`config.mk`:
```
export PLATFORM = sky130hd
export DESIGN_NAME = mobo_bus_router
export DESIGN_NICKNAME = d
export VERILOG_FILES = /design/src/rtl/mobo_bus_router.sv
export SDC_FILE = /design/constraint.sdc
export NUM_CORES = 1
export LEC_CHECK = 0
export ABC_AREA = 1
export CAP_MARGIN = 20
export CORE_AREA = 2 2 236 238
export DETAILED_ROUTE_END_ITERATION = 16
export DIE_AREA = 0 0 238 240
export GPL_TIMING_DRIVEN = 0
export PLACE_DENSITY = 0.45
export SKIP_LAST_GASP = 1
export SYNTH_ARGS = -nofsm -noshare
export SYNTH_HDL_FRONTEND = slang
export SYNTH_SLANG_ARGS = --single-unit
export TNS_END_PERCENT = 50
```
`constraint.sdc`:
```
create_clock -name clk -period 2.11 [get_ports clk]
set_input_delay 0.3165 -clock clk [delete_from_list [all_inputs] [get_ports clk]]
set_output_delay 0.3165 -clock clk [all_outputs]
set_load 0.005 [all_outputs]
```
`src/rtl/mobo_bus_router.sv`:
```
// Routes one CPU ctrl/stat transaction at a time to one of NUM_DEV device channels,
// with four-phase handshakes on both sides and a per-phase timeout that raises ERR.
module mobo_bus_router #(
    parameter int WORD_WIDTH = 32,
    parameter int NUM_DEV    = 4,
    parameter int SEL_BITS   = 4,
    parameter int TIMEOUT    = 255
) (
    input  logic                          clk,
    input  logic                          rst,
    input  logic [WORD_WIDTH-1:0]         cpu_ctrl,
    output logic [WORD_WIDTH-1:0]         cpu_stat,
    input  logic [WORD_WIDTH-1:0]         cpu_addr,
    input  logic [WORD_WIDTH-1:0]         cpu_wdata,
    output logic [WORD_WIDTH-1:0]         cpu_rdata,
    output logic [NUM_DEV*WORD_WIDTH-1:0] dev_ctrl,
    input  logic [NUM_DEV*WORD_WIDTH-1:0] dev_stat,
    output logic [WORD_WIDTH-1:0]         addr,
    output logic [WORD_WIDTH-1:0]         data_out,
    input  logic [NUM_DEV*WORD_WIDTH-1:0] data_in
);

    localparam int CNT_W = $clog2(TIMEOUT + 1);
    localparam logic [CNT_W-1:0] CNT_LAST = CNT_W'(TIMEOUT - 1);
    localparam logic [WORD_WIDTH-1:0] ADDR_MASK =
        {{SEL_BITS{1'b0}}, {(WORD_WIDTH-SEL_BITS){1'b1}}};
    localparam logic [WORD_WIDTH-1:0] STAT_DONE = {{(WORD_WIDTH-2){1'b0}}, 2'b01};
    localparam logic [WORD_WIDTH-1:0] STAT_ERR  = {{(WORD_WIDTH-2){1'b0}}, 2'b11};

    typedef enum logic [2:0] {
        S_IDLE,
        S_REQ,
        S_RELEASE,
        S_DONE,
        S_ERR
    } state_t;

    state_t                state;
    logic [CNT_W-1:0]      cnt;
    logic [SEL_BITS-1:0]   sel;
    logic [SEL_BITS-1:0]   req_sel;
    logic                  req_valid;
    logic                  sel_ack;
    logic [WORD_WIDTH-1:0] sel_rdata;
    logic                  unused_bits;

    assign req_sel     = cpu_addr[WORD_WIDTH-1 -: SEL_BITS];
    assign req_valid   = |cpu_ctrl[1:0];
    assign unused_bits = ^{cpu_ctrl, dev_stat};

    // Only the latched channel's ACK and read data are ever observed.
    always_comb begin
        sel_ack   = 1'b0;
        sel_rdata = '0;
        for (int i = 0; i < NUM_DEV; i++) begin
            if (int'(sel) == i) begin
                sel_ack   = dev_stat[i*WORD_WIDTH];
                sel_rdata = data_in[i*WORD_WIDTH +: WORD_WIDTH];
            end
        end
    end

    always_ff @(posedge clk or negedge rst) begin
        if (!rst) begin
            state     <= S_IDLE;
            cnt       <= '0;
            sel       <= '0;
            cpu_stat  <= '0;
            cpu_rdata <= '0;
            dev_ctrl  <= '0;
            addr      <= '0;
            data_out  <= '0;
        end else begin
            case (state)
                S_IDLE: begin
                    cpu_stat <= '0;
                    if (req_valid) begin
                        sel      <= req_sel;
                        addr     <= cpu_addr & ADDR_MASK;
                        data_out <= cpu_wdata;
                        cnt      <= '0;
                        if (int'(req_sel) >= NUM_DEV) begin
                            state    <= S_ERR;
                            cpu_stat <= STAT_ERR;
                        end else begin
                            state <= S_REQ;
                            // READ wins over WRITE when both request bits are set.
                            for (int i = 0; i < NUM_DEV; i++) begin
                                if (int'(req_sel) == i) begin
                                    dev_ctrl[i*WORD_WIDTH +: WORD_WIDTH] <=
                                        {{(WORD_WIDTH-2){1'b0}}, cpu_ctrl[1], ~cpu_ctrl[1]};
                                end
                            end
                        end
                    end
                end
                S_REQ: begin
                    if (sel_ack) begin
                        if (dev_ctrl[int'(sel)*WORD_WIDTH + 1]) begin
                            cpu_rdata <= sel_rdata;
                        end
                        dev_ctrl <= '0;
                        cnt      <= '0;
                        state    <= S_RELEASE;
                    end else if (cnt == CNT_LAST) begin
                        dev_ctrl <= '0;
                        cpu_stat <= STAT_ERR;
                        state    <= S_ERR;
                    end else begin
                        cnt <= cnt + CNT_W'(1);
                    end
                end
                S_RELEASE: begin
                    if (!sel_ack) begin
                        cpu_stat <= STAT_DONE;
                        state    <= S_DONE;
                    end else if (cnt == CNT_LAST) begin
                        cpu_stat <= STAT_ERR;
                        state    <= S_ERR;
                    end else begin
                        cnt <= cnt + CNT_W'(1);
                    end
                end
                S_DONE, S_ERR: begin
                    if (!req_valid) begin
                        cpu_stat <= '0;
                        state    <= S_IDLE;
                    end
                end
                default: begin
                    dev_ctrl <= '0;
                    cpu_stat <= '0;
                    state    <= S_IDLE;
                end
            endcase
        end
    end

endmodule

```
# ---- Yosys cells after proc, flatten, opt, wreduce, memory -nomap -nowiden
# Index checks and enable logic that the tools add are counted.
dict set report word_totals {
  regBits 267
  latch_bits 0
  ramBits 0
  romBits 0
  inputBits 354
  output_inout_bits 256
  wordCells 93
  memories 0
}
dict set report op_classes {
  n_addsub 2
  mul 0
  div 0
  n_lt_le_gt_ge 2
  n_eq_ne 21
  shifts 0
  mux 39
  bitwise 2
  reduce_logical 16
}
# cell n
set ops {}
lappend ops {{128-bit two-way mux} 4}
lappend ops {{32-bit two-way mux} 12}
lappend ops {{128-bit one-hot mux with 3 select lines} 1}
lappend ops {{32-bit one-hot mux with 4 select lines} 1}
lappend ops {{8-bit two-way mux} 4}
lappend ops {{8-bit one-hot mux with 3 select lines} 1}
lappend ops {{5-bit AND reduction} 4}
lappend ops {{3-bit two-way mux} 6}
lappend ops {{2-bit inequality test (second input constant)} 9}
lappend ops {{4-bit by 3-bit == test with 1-bit output (second input constant)} 4}
lappend ops {{3-bit one-hot mux with 4 select lines} 1}
lappend ops {{9-bit by 1-bit adder with 10-bit output (second input constant)} 1}
lappend ops {{10-bit by 8-bit less-than comparator with 1-bit output (second input constant)} 1}
lappend ops {{8-bit by 1-bit adder with 8-bit output (second input constant)} 1}
lappend ops {{4-bit by 2-bit == test with 1-bit output (second input constant)} 2}
lappend ops {{8-bit == test (second input constant)} 1}
lappend ops {{4-bit logical NOT} 2}
lappend ops {{1-bit binary-select mux with 7-bit select} 1}
lappend ops {{3-bit by 2-bit == test with 1-bit output (second input constant)} 2}
lappend ops {{1-bit two-way mux} 6}
lappend ops {{2-bit AND reduction} 3}
lappend ops {{3-bit AND reduction} 2}
lappend ops {{4-bit by 3-bit greater-or-equal comparator with 1-bit output (second input constant)} 1}
lappend ops {{2-bit two-way mux} 2}
lappend ops {{other kinds (8)} 10}

# ---- Logic depth before layout (Yosys ltp)
# Gate-level depths: netlist (run 1).
dict set report logic_depth {
  ltp_word 7
  depth_mapped 11
}

# ---- Least setup slack after synthesis (run 1)
# Ideal clock, no wire load.
dict set report synth_path {
  path_kind {register -> register}
  startpoint {reg cnt[0]}
  endpoint {reg cpu_stat[1]}
  setup_time_ps 116
  arrival_ps 1510
  slack_ps 483
  stages_incl_launch_ff 12
  n_path_buf 1
  cell_sequence {dfrtp_1 -> inv_1 -> ha_1 -> nand2_1 -> inv_1 -> nand3_1 -> clkbuf_1 -> nand2_1 -> nand3_1 -> nand3_1 -> nand2_1 -> nand2_1}
}
dict set report synth_via {
  elab_chain_cells 4
  word_cells_on_any_way 5
  cone_classes {eq/ne: 1; mux: 4}
}
# element line
set synth_lines {}
lappend synth_lines {{start: declaration} 39} ;# logic [CNT_W-1:0] cnt;
lappend synth_lines {{start signal: assignment} 110} ;# cnt <= cnt + CNT_W'(1);
lappend synth_lines {{start signal: assignment} 121} ;# cnt <= cnt + CNT_W'(1);
lappend synth_lines {{8-bit == test (*)} {105, 117}}
lappend synth_lines {{32-bit two-way mux (*)} -}
lappend synth_lines {{32-bit two-way mux (on tied branches)} -}
lappend synth_lines {{32-bit one-hot mux with 4 select lines (*)} -}
lappend synth_lines {{end signal: assignment} 107} ;# cpu_stat <= STAT_ERR;
lappend synth_lines {{end signal: assignment} 115} ;# cpu_stat <= STAT_DONE;
lappend synth_lines {{end signal: assignment} 118} ;# cpu_stat <= STAT_ERR;
lappend synth_lines {{end: declaration} 12} ;# output logic [WORD_WIDTH-1:0] cpu_stat,
# Mark *: on every way between the ends. The rest lies on a longest branch, timed or not. The select of a mux whose other input is x is not followed.
# A chain may end at the register's enable or synchronous reset.

# ---- Worst setup path in the final report (run 1)
dict set report layout_path {
  startpoint {reg sel[3]}
  endpoint {reg cpu_rdata[31]}
}
dict set report layout_via {
  elab_chain_cells 6
  word_cells_on_any_way 13
  cone_classes {eq/ne: 3; mux: 8; reduce/logical: 2}
}
# element line
set layout_lines {}
lappend layout_lines {{start: declaration} 40} ;# logic [SEL_BITS-1:0] sel;
lappend layout_lines {{start signal: assignment} 78} ;# sel <= req_sel;
lappend layout_lines {{4-bit logical NOT} 56} ;# if (int'(sel) == i) begin
lappend layout_lines {{1-bit two-way mux (4 in a row)} 56}
lappend layout_lines {{3-bit AND reduction (no line)} -}
lappend layout_lines {{end signal: assignment} 100} ;# cpu_rdata <= sel_rdata;
lappend layout_lines {{end: declaration} 15} ;# output logic [WORD_WIDTH-1:0] cpu_rdata,
# Several ways; a longest one is shown, not always the timed one.

==> flow_summary.toml, run 1 <==
[outcome]
status = "completed"

[worst_setup_path]
start_kind = "flop"
r2r.worst_path.cells = 9
crit_required_ns = 2.49
criticalPathCategory = "reg2reg"
endpoint_kind = "flop"
cp_max_fo = 10
r2r_setup_slack_ns = 0.11
worstReg2RegStart = "sel[3]"
cp_data_arrival_time_ns = 2.39
r2r-end = "cpu_rdata[31]"

[flow_run]
max_cap_viol_count = 0

[logic_synthesis]
synth_compound_area_share_pct = 6.51
synthAdderAreaFrac_pct = 0.303
synth_top_family_by_area = "simple AND/OR/NAND/NOR gates"
synthArstFlopShare_pct = 100
synthSimpleGateAreaFrac_pct = 32.3
ys_ff_latch = 147
yosysUniqueCellTypes = 27
syn-cell-area_um2 = 8250
ys.warnings.count = 0
synth_edf_count = 0
synth_mux_area_share_pct = 0
avgSynthCellArea_um2 = 7.46
synth-main-ff-cell = "dfrtp_1"
seq_area_frac_synth_pct = 44.6
synth_xor_area_share_pct = 0.212
netlist_instances = 1105

[global_route]
grt_pass1_vias = 8302
antenna_found_initial = 5
grt_usage_pct = 11.8
grt_max_degree = 104
grt_pass1_wl_mm = 50.4
overflow = 0

[sta]
finClkSkew_ns = 0.0127
slew_violations = 0
finalWorstSetupSlack_ns = 0.106
worst_pin_slew_ns = 0.612
fin_tns_setup_ns = 0
fmax_mhz = 499
rsz0062_at_grt = "yes"
finalCriticalPeriod_ns = 2.00
finalSetupViolations = 0
hold_violations = 0
min_period_over_period_pct = 95.0
relSlewSlack_pct = 59.2

[finish]
area_delta_synth_final_pct = 64.7
drive_gt1_share_pct = 13.6
fin_cells = 2302
nNetsFinal = 1939
most-common-layout-cells = "475 x nand2_1, 330 x clkdlybuf4s50_1, 147 x dfrtp_1, 134 x buf_4, 124 x conb_1"
fillers = 6069
finish.utilization_pct = 24.8
layout_commonest_cell = "nand2_1"

[placement]
dpl.cell_count = 2264
dp_slack_ns = -0.596
io_buffers = 331
gp_congestion = 0.843
dpl.hpwl_mm = 26.7

[detailed_routing]
highest_layer = "met5"
drtAntennaViolNets = 0
dr.first_iter.drc_count = 326
dr_wl_met3_mm = 3.30
detail_route.wl_per_cell_um = 14.8
num_vias = 8600
wl_met2_mm = 16.5
drt-total-wl_mm = 34.0
first_pass_iters = 6
wl_met1_mm = 13.3
routed_via_density = 3.74
route.detailed.drc = 0

[floorplan]
chipWidth_um = 238
row_count = 86
die_area_um2 = 57100
start_util_pct = 15.1
die_h_um = 240
ios = 610
core_area_um2 = 54700

[power_and_ir_drop]
pwr_density_cell_nw_per_um2 = 1050
ir_drop_v = 0.000478
design_power_total_mw = 14.3
p_leak_nw = 6.65

[clock_network]
numCtsBuffers = 17
path_clk_slew_ns = 0.07
clock_latency_ns = 0.47
cts.htree.levels = 4
cts.sinks = 147
ctsRootBufferMaster = "clkbuf_16"
cts_buffer_depth = 2
cts_tree = "done"

[hold_path]
hold_path_class = "in2async"
-- state kept, by name, summed over array words and instances, names as in the netlist --
name / count
addr: 28
cnt: 8
cpu_rdata: 32
cpu_stat: 32
data_out: 32
dev_ctrl: 8
sel: 4
state: 3
-- layout make-up --
class	count	area (µm²)	share of cell area, %
clock inverters	13	125	0.921
clock buffers	19	443	3.26
repair buffers	336	3380	24.9
multi-input cells	872	3730	27.5
well taps	704	881	6.49
inverters	29	110	0.811
diodes	2	5.00	0.0369
plain buffers	180	1230	9.04
flip-flops and latches	147	3680	27.1
-- power by group --
part	total (mW)	internal [mW]	switching (mW)
clock network	3.02	1.66	1.36
logic	7.00	3.13	3.87
registers	4.28	3.71	0.563
total	14.3	8.50	5.80
-- metrics by stage --
| stage | hold WS, ns | instance area, µm² |
|---|---|---|
| finish | 0.334 | 13600 |
| global route | 0.332 | 13600 |
| CTS | 0.301 | 13500 |
| detailed placement | 0.245 | 12900 |
| global placement | 0.461 | 12900 |
| floorplan | 0.0209 | 8710 |
-- critical path, stage by stage, from the launching register on --
cell	delay, ns
dfrtp_1	0.39
nor2_2	0.19
buf_6	0.20
nand2_1	0.16
inv_2	0.18
buf_4	0.23
nand2_1	0.13
nand3_2	0.16
o21ai_0	0.10
o21ai_0	0.16
-- metal layers --
layer / track usage (%) / vias up
li1: - / 4273
met3: 5.10 / 39
met4: 4.72 / 6
met1: 12.8 / 3959
met2: 20.2 / 323
met5: 0 / -
-- cells by family after synthesis --
group                      Yosys count
and+or+nand+nor                    644
buffers and inverters              209
DFF                                147
AOI/OAI and AO/OA                  100
xor gates and xnor gates             2
adders and majority gates            2
other                                1
-- Yosys cell counts, types with 3 or more instances --
cell	n	area, µm²
o21ai_2	6	52.6
buf_6	3	33.8
o21ai_0	37	185
a21oi_1	45	225
buf_4	129	968
inv_2	3	11.3
nand2_1	476	1790
clkbuf_1	27	101
nand3_1	106	531
o21ai_1	10	50.1
dfrtp_1	147	3680
nand4_1	32	200
nor2_1	24	90.1
inv_1	24	90.1
buf_2	21	105
-- worst max path at each step --
stage | from | end | slack [ns] | depth (start not counted)
after floorplan | cnt[0] | cpu_stat[1] | 0.48 | 11
after global placement | rst | data_out[24] | -6.15 | 1
after detailed placement | cpu_ctrl[0] | data_out[1] | -0.60 | 8
after CTS | sel[3] | cpu_rdata[13] | 0.02 | 9
after global routing | sel[3] | cpu_rdata[14] | -0.02 | 9
final | sel[3] | cpu_rdata[31] | 0.11 | 9
-- timing repair --
action | CTS | global route
endpoints found under the setup margin | 82 | 60
resized for setup | 11 | 9
hold buffers | 1 | 0
pin swaps | 0 | 2
buffers inserted | 0 | 3
endpoints found under the hold margin | 44 | 0
Note: power is estimated with default switching activity, not from simulation.
==> run 2, diff against run 1 <==
--- a/config.mk
+++ b/config.mk
@@ -8,6 +8,7 @@
 export ABC_AREA = 1
 export CAP_MARGIN = 20
 export CORE_AREA = 2 2 236 238
+export CTS_CLUSTER_SIZE = 20
 export DETAILED_ROUTE_END_ITERATION = 16
 export DIE_AREA = 0 0 238 240
 export GPL_TIMING_DRIVEN = 0
==> results of run 2 <==
The final DEF is identical to that of run 1; final timing and power are the same.
==> run 3, diff against run 2 <==
--- a/config.mk
+++ b/config.mk
@@ -7,12 +7,12 @@
 export LEC_CHECK = 0
 export ABC_AREA = 1
 export CAP_MARGIN = 20
-export CORE_AREA = 2 2 236 238
+export CORE_AREA = 2 2 240 242
 export CTS_CLUSTER_SIZE = 20
 export DETAILED_ROUTE_END_ITERATION = 16
-export DIE_AREA = 0 0 238 240
+export DIE_AREA = 0 0 242 244
 export GPL_TIMING_DRIVEN = 0
-export PLACE_DENSITY = 0.45
+export PLACE_DENSITY = 0.44
 export SKIP_LAST_GASP = 1
 export SYNTH_ARGS = -nofsm -noshare
 export SYNTH_HDL_FRONTEND = slang
==> constraint.sdc (replaced) <==
create_clock -name clk -period 2.5 [get_ports clk]
set_input_delay 0.375 -clock clk [delete_from_list [all_inputs] [get_ports clk]]
set_output_delay 0.375 -clock clk [all_outputs]
set_load 0.005 [all_outputs]
==> run 3 against run 2 <==
Compared with the run above: combinational power is 18% lower; sequential power is 15% lower; fmax is 7.4% lower.
==> flow_summary.toml, run 3 (same netlist as run 1, synthesis figures left out) <==
[outcome]
status = "completed"

[detailed_routing]
detail_route.wl_per_cell_um = 14.1
routed_via_density = 3.60
drtAntennaViolNets = 0
drt-total-wl_mm = 33.2
route.detailed.drc = 0
num_vias = 8459
dr.first_iter.drc_count = 352
first_pass_iters = 5

[finish]
layout_commonest_cell = "nand2_1"
drive_gt1_share_pct = 12.6
nNetsFinal = 1936
top_regs = "cpu_rdata x32, cpu_stat x32, data_out x32"
most-common-layout-cells = "476 x nand2_1, 330 x clkdlybuf4s50_1, 147 x dfrtp_1, 129 x buf_4, 124 x conb_1"
area_delta_synth_final_pct = 64.8
fillers = 6230
fin_cells = 2349

[clock_network]
ctsRootBufferMaster = "clkbuf_16"
clock_latency_ns = 0.47
numCtsBuffers = 17
cts.htree.levels = 4
cts_tree = "done"
path_clk_slew_ns = 0.06
cts_buffer_depth = 2
cts.sinks = 147

[floorplan]
chipWidth_um = 242
row_count = 87
die_area_um2 = 59000
start_util_pct = 14.7
ios = 610
die_h_um = 244
core_area_um2 = 56200

[global_route]
grt_max_degree = 98
grt_usage_pct = 11.3
overflow = 0
grt_pass1_vias = 8547
grt_pass1_wl_mm = 50.7
antenna_found_initial = 4

[worst_setup_path]
cp_data_arrival_time_ns = 2.56
start_kind = "flop"
critical_path_buf_inv_count = 3
cpPeakStageDelay_ns = 0.39
criticalPathCategory = "reg2reg"
crit_required_ns = 2.89
endpoint_kind = "flop"
crit_slowest_cell = "dfrtp_1"
cp_max_fo = 10
worstPathCellList = "nor2_2 -> buf_4 -> nand2_1 -> inv_1 -> buf_2 -> a21oi_1 -> nand3_1 -> o21ai_0 -> o21ai_1"
crit_family = "buffers and inverters"

[sta]
finClkSkew_ns = 0.0109
slew_violations = 0
finalSetupViolations = 0
holdWs_ns = 0.387
fmax_mhz = 462
hold_violations = 0
rsz0062_at_grt = "no"
fin_tns_setup_ns = 0
min_period_over_period_pct = 86.6
relSlewSlack_pct = 53.6
finalCriticalPeriod_ns = 2.16
worst_pin_slew_ns = 0.696

[power_and_ir_drop]
ir_drop_v = 0.000363
pwr_density_cell_nw_per_um2 = 882
p_leak_nw = 6.62

[placement]
dpl.cell_count = 2316
io_buffers = 331
gp_congestion = 0.901
dpl.hpwl_mm = 25.7

[hold_path]
hold_path_class = "in2async"

[flow_run]
max_cap_viol_count = 0
-- run 3: changes by cell type in the layout (fill, tap and decap cells not counted), moves of 2 or more --
cell        delta
buf_4          -5
clkbuf_1       +5
buf_2          +4
clkbuf_2       -4
clkinv_4       -3
inv_1          +3
inv_2          -3
clkinv_2       -2
clkinvlp_4     +2
nand3_1        +2
nand3_2        -2
-- run 3: through the flow --
stage	instance area (µm²)	util (%)	total power [mW]	setup WS (ns)
5_1_grt	13600	24.2	13.0	0.0798
2_1_floorplan	8710	-	6.42	0.873
6_report	13600	24.2	12.0	0.335
4_1_cts	13600	24.2	12.3	0.0834
3_5_place_dp	13000	23.1	9.50	-0.324
3_3_place_gp	13000	23.1	9.49	-5.92
-- run 3: power breakdown --
| part | internal (mW) | total [mW] | switching, mW |
|---|---|---|---|
| clock network | 1.49 | 2.64 | 1.14 |
| registers | 3.14 | 3.62 | 0.481 |
| logic | 2.58 | 5.74 | 3.16 |
-- run 3: layout make-up --
cell class	instances	area [µm²]	area share (%)
Tap cell	756	946	6.96
Clock inverter	11	130	0.957
Multi-Input combinational cell	872	3720	27.3
Clock buffer	20	447	3.29
Buffer	180	1210	8.89
Sequential cell	147	3680	27.1
Antenna cell	1	2.50	0.0184
Timing Repair Buffer	333	3360	24.7
Inverter	29	109	0.801
-- run 3: worst paths after layout --
check                                   start            end  cells past startpoint  slack (ns)
worst max-delay path                   sel[3]  cpu_rdata[22]                      9        0.34
max in group asynchronous                 rst   cpu_rdata[6]                      3        1.23
worst min-delay path                      rst        addr[0]                      2        0.39
worst min register to register   dev_ctrl[32]   dev_ctrl[32]                      2        0.48
worst max register to register         sel[3]  cpu_rdata[22]                      9        0.34
min in group clk                cpu_wdata[30]   data_out[30]                      3        0.44
-- run 3: worst register-to-register path, delay by kind of cell (launching register included) --
family	cells	cell delay, ns
compound gates	3	0.34
buf+inv	3	0.78
simple gates	3	0.58
flops	1	0.39
-- run 3: repair_timing --
item,in CTS,in global routing
setup endpoints to repair,0,1
resized for setup,0,1
hold buffers,1,0
hold endpoints to repair,50,0
setup buffers,0,0
-- run 3: metal layers --
layer	track usage [%]	vias to the layer above	wire, µm
met1	12.2	3873	13000
met2	19.9	293	16700
met4	4.14	6	719
met5	0	-	41
met3	4.80	34	2760
li1	-	4253	-
